[src/rtl/iter_shifter.sv]
// Multicycle 16-bit shift/rotate unit (ROL, SLL, SRA, SRL, ROR).
// Walks the amount down in 4-bit and 1-bit steps under a start/busy/done handshake.
module iter_shifter (
  input  logic        clk,
  input  logic        rst,
  input  logic        start,
  input  logic [2:0]  op,
  input  logic [15:0] dataIn,
  input  logic [3:0]  amt,
  output logic        busy,
  output logic        done,
  output logic [15:0] out,
  output logic        err
);

  localparam int unsigned Width    = 16;
  localparam int unsigned AmtWidth = 4;

  localparam logic [2:0] OpRol = 3'd0;
  localparam logic [2:0] OpSll = 3'd1;
  localparam logic [2:0] OpSra = 3'd2;
  localparam logic [2:0] OpSrl = 3'd3;
  localparam logic [2:0] OpRor = 3'd4;

  typedef enum logic [1:0] {
    IDLE  = 2'd0,
    SHIFT = 2'd1,
    DONE  = 2'd2
  } state_t;

  state_t                state;
  logic [Width-1:0]      work;
  logic [2:0]            opReg;
  logic [AmtWidth-1:0]   remaining;

  logic                  bigStep;
  logic [Width-1:0]      stepped;
  logic [AmtWidth-1:0]   nextRemaining;

  // One step of the captured operation, by 4 or by 1 bit.
  function automatic logic [Width-1:0] stepFn(input logic [Width-1:0] w,
                                              input logic [2:0] o,
                                              input logic big);
    logic [Width-1:0] r;
    r = w;
    if (big) begin
      case (o)
        OpRol:   r = {w[11:0], w[15:12]};
        OpSll:   r = {w[11:0], 4'b0000};
        OpSra:   r = {{4{w[15]}}, w[15:4]};
        OpSrl:   r = {4'b0000, w[15:4]};
        OpRor:   r = {w[3:0], w[15:4]};
        default: r = w;
      endcase
    end else begin
      case (o)
        OpRol:   r = {w[14:0], w[15]};
        OpSll:   r = {w[14:0], 1'b0};
        OpSra:   r = {w[15], w[15:1]};
        OpSrl:   r = {1'b0, w[15:1]};
        OpRor:   r = {w[0], w[15:1]};
        default: r = w;
      endcase
    end
    return r;
  endfunction

  always_comb begin
    bigStep       = (remaining >= AmtWidth'(4));
    stepped       = stepFn(work, opReg, bigStep);
    nextRemaining = remaining - (bigStep ? AmtWidth'(4) : AmtWidth'(1));
  end

  always_ff @(posedge clk) begin
    if (rst) begin
      state     <= IDLE;
      work      <= '0;
      opReg     <= '0;
      remaining <= '0;
      out       <= '0;
      busy      <= 1'b0;
      done      <= 1'b0;
      err       <= 1'b0;
    end else begin
      done <= 1'b0;
      err  <= 1'b0;
      case (state)
        IDLE: begin
          if (start) begin
            work      <= dataIn;
            opReg     <= op;
            remaining <= amt;
            busy      <= 1'b1;
            // Nothing to iterate: finish immediately with the operand untouched.
            if (amt == '0 || op > OpRor) begin
              state <= DONE;
              out   <= dataIn;
              done  <= 1'b1;
              err   <= (op > OpRor);
            end else begin
              state <= SHIFT;
            end
          end
        end
        SHIFT: begin
          work      <= stepped;
          remaining <= nextRemaining;
          if (nextRemaining == '0) begin
            state <= DONE;
            out   <= stepped;
            done  <= 1'b1;
          end
        end
        DONE: begin
          state <= IDLE;
          busy  <= 1'b0;
        end
        default: begin
          state <= IDLE;
          busy  <= 1'b0;
        end
      endcase
    end
  end

endmodule

[config.mk]
export PLATFORM = sky130hd
export DESIGN_NAME = iter_shifter
export DESIGN_NICKNAME = d
export VERILOG_FILES = /design/src/rtl/iter_shifter.sv
export SDC_FILE = /design/constraint.sdc
export NUM_CORES = 1
export LEC_CHECK = 0
export ABC_CLOCK_PERIOD_IN_PS = 3160
export CORE_ASPECT_RATIO = 0.5
export CORE_MARGIN = 1.5
export CORE_UTILIZATION = 63
export DETAILED_ROUTE_END_ITERATION = 8
export DONT_BUFFER_PORTS = 1
export PLACE_DENSITY = 0.79
export REMOVE_ABC_BUFFERS = 1
export SLEW_MARGIN = 15
export SYNTH_ARGS = -nofsm -noshare
export SYNTH_HDL_FRONTEND = slang
export SYNTH_SLANG_ARGS = --single-unit
[constraint.sdc]
create_clock -name clk -period 3.16 [get_ports clk]
set_clock_uncertainty 0.05 [all_clocks]
set_input_delay 0.632 -clock clk [delete_from_list [all_inputs] [get_ports clk]]
set_output_delay 0.632 -clock clk [all_outputs]
set_load 0.05 [all_outputs]
==> results by group <==
Clock network
  – Post-CTS setup buffer count: 0
  – CTS Sinks: between 40 and 50
  – H-Tree Depth: 2
  – Root buffer cell: clkbuf_8
  – Post-cts sizing count: 0
  – Clock transition at path regs: 0.08 ns
  – Max Buffers Root-to-Sink: 2
  – Cts hold-fix bufs: 0
  – Worst-Skew Late Latency: about 0.31 ns
  – Total CTS buffers: 5
  – CTS tree: yes

Floorplan
  – Rows: 16
  – Placeable Area: approximately 4000 µm²
  – Die Y: 48.9 µm
  – Die Wd: approximately 95 µm
  – Starting Density: around 67%
  – I/O pins: 45
  – Die area: approximately 4600 µm²

Final layout
  – Diode count: 0
  – Layout cells sized above 1: 8.04%
  – Fin nets: approximately 360
  – Layout fillers: between 300 and 400
  – Commonest non-fill, non-tap cell in the layout: nor2_1
  – Final Instance Area: 2700 µm²
  – Finished Core Util: 68.2%
  – Multi-input gate area: 1570 µm²
  – Most frequent cells in the layout: nor2_1, dfxtp_1, o21ai_0
  – Register area: 881 µm²
  – Area Growth Syn to Fin: 1.79%

Synth
  – Warnings, synthesis: 0
  – Seq/Total Area, Yosys: 33.2%
  – Syn Inst Count: 350
  – Post-synth design cell area: 2660 µm²
  – Main synth FF type: dfxtp_1
  – Share of the synthesized area in the top cell type: 33.2%
  – Syn Area/Cell: 7.59 µm²
  – Cell type with the largest total area after synthesis: dfxtp_1
  – Number of flops mapped to enable cells by yosys: 0
  – Number of synthesized register bits: 44
  – Synth cell types: between 40 and 50
  – Top post-synthesis cells by area: dfxtp_1, o21ai_0, nor2_1, a211oi_1, a21oi_1
  – Post-synth ARST share: 0%

STA
  – Final Hold Fails: 0
  – Final setup vio count: 0
  – Slew margin rel.: 46.4%
  – Fmax: 0.352 GHz
  – Crit share post-route: 90.0%
  – Slew @ Worst Pin: 0.802 ns
  – Min Tclk post-route: 2.84 ns
  – Fin Setup TNS: 0 ns
  – Fin. max-slew vios: 0
  – RSZ-0062 raised after global routing: no

Detailed routing
  – Routed WL per cell: approximately 19 µm
  – Post-Route WL: approximately 7500 µm
  – DR iter-0 viols: 256
  – Vias per cell: slightly below 7
  – DR DRC count: 0
  – Detailed Routing Iterations Pass 1: 5
  – Via Count: ~2700
  – Final ANT Viol Nets: 0

Worst setup path
  – CP max stage cell: or2_1
  – CP Class: reg -> reg
  – CP required: 3.24 ns
  – R2R setup slack: approximately 0.32 ns
  – Critical Path Source Type: register
  – Top Family by Delay on Critical Path: simple AND/OR/NAND/NOR gates
  – Worst path buffer plus inverter count: 1
  – CP Max Fanout: 18
  – Critical R2R Launch: remaining[3]$_SDFFE_PP0P_
  – Reg2reg end: out[15]$_SDFFE_PP0P_
  – Slowest stage delay, CP: 0.67 ns
  – Arrival @ worst endpoint: 2.93 ns
  – Cell breakdown of the critical path: or2_1, inv_2, ha_1, ha_1, xnor2_2, nor4_4, or2_1, a311oi_1
  – CP endpoint kind: register
  – Reg2reg path depth: 8

Placement
  – Post-DP Area: 2610 µm²
  – Port Buffers: 0
  – Post-DP HPWL: roughly 5200 µm
  – Placer Congestion: 0.937

Min path
  – Min-delay src: rst
  – Worst hold path type: in -> reg
  – WHS Endpoint: opReg[2]$_SDFFE_PP0P_
  – Hold depth: 1

Pwr
  – Power Density: 605 nW/µm²
  – Static Leakage: 0.982 nW
  – VDD IR max: 352 µV

Job
  – Max cap viols: 0

Global routing
  – Initial antenna violation count: 0
  – Overflow after GRT: 0
  – Largest net degree at the start of global routing: 48
  – Vias in the first global route: 2513
  – Total global routing track utilization: 34.6%
  – Global-route wire length before repair: 12300 µm

Run status
  – Status: completed
==> final cells by class <==
class                   instances  share of cell area (%)
clock buffers                   8                    3.33
inverters                      10                    1.39
repair buffers                  8                    2.22
flip-flops and latches         44                    32.6
multi-input cells             266                    58.0
well taps                      54                    2.50
==> flip-flops by register name, indices dropped and copies added (netlist names) <==
register / cells
busy: 1
done: 1
err: 1
opReg: 3
out: 16
remaining: 4
state: 2
work: 16
==> logic make-up (layout without fill, tap and decap cells) <==
| kind of cell | after synthesis | count (layout) | synth area share, % |
|---|---|---|---|
| simple gates | 119 | 119 | 21.2 |
| mux | 4 | 4 | 1.74 |
| compound gates | 140 | 140 | 34.5 |
| buf+inv | 40 | 26 | 7.82 |
| flops | 44 | 44 | 33.2 |
| fa+ha+maj | 2 | 2 | 0.942 |
| xor+xnor | 1 | 1 | 0.613 |
==> cell usage after synthesis (2+ instances only) <==
master and number:
and2b_1 3, a221oi_1 4, dfxtp_1 44, inv_2 2
buf_6 2, o21ai_0 40, ha_1 2, a311oi_1 15
o211ai_1 2, a22oi_1 8, or2_1 2, buf_4 4
inv_1 8, a32oi_1 6, a211oi_1 21, o21ai_1 5
clkbuf_1 11, mux2_2 2, nor2_1 50, nand2b_1 2
a21oi_1 29, buf_2 9, nor3_1 19, nor2b_1 2
nand2_1 32, buf_1 3, and3_1 2
==> through the flow <==
stage	cells	total power, mW	hold WS [ns]	setup WS, ns
2_1_floorplan	320	1.13	0.423	0.244
3_3_place_gp	382	1.24	0.433	0.556
3_5_place_dp	382	1.26	0.472	0.369
4_1_cts	390	1.63	0.332	0.359
5_1_grt	390	1.72	0.328	0.187
6_report	390	1.64	0.343	0.317
==> worst reg2reg max path: cells and delay by family (launching register included) <==
family / cells / cell delay [ns]
fa+ha+maj: 2 / 0.58
xor+xnor: 1 / 0.13
flops: 1 / 0.37
simple gates: 3 / 1.11
buf+inv: 1 / 0.24
compound gates: 1 / 0.20
==> layer usage <==
| metal | vias to the layer above | share of wire [%] | global-route usage, % |
|---|---|---|---|
| met1 | 1296 | 46 | 50.1 |
| met5 | - | 0 | 0 |
| met4 | 0 | 1.1 | 12.2 |
| li1 | 1260 | - | - |
| met3 | 12 | 9.5 | 7.94 |
| met2 | 143 | 43 | 50.1 |
==> worst max path at each step <==
stage / to / slack [ns] / cells past startpoint / start
after floorplan: out[14]$_SDFFE_PP0P_ / 0.24 / 8 / remaining[3]$_SDFFE_PP0P_
after global placement: out[14]$_SDFFE_PP0P_ / 0.56 / 8 / remaining[2]$_SDFFE_PP0P_
after detailed placement: out[15]$_SDFFE_PP0P_ / 0.37 / 8 / remaining[2]$_SDFFE_PP0P_
after CTS: out[15]$_SDFFE_PP0P_ / 0.36 / 8 / remaining[3]$_SDFFE_PP0P_
after global routing: out[15]$_SDFFE_PP0P_ / 0.19 / 8 / remaining[3]$_SDFFE_PP0P_
final: out[15]$_SDFFE_PP0P_ / 0.32 / 8 / remaining[3]$_SDFFE_PP0P_
==> power by group <==
part	internal, mW	switching (mW)	total [mW]	leakage [nW]
combinational	0.186	0.285	0.472	0.573
clock	0.179	0.193	0.372	0.0455
sequential	0.620	0.172	0.792	0.363
total	0.985	0.650	1.64	0.982
(Power assumes the default switching activity.)
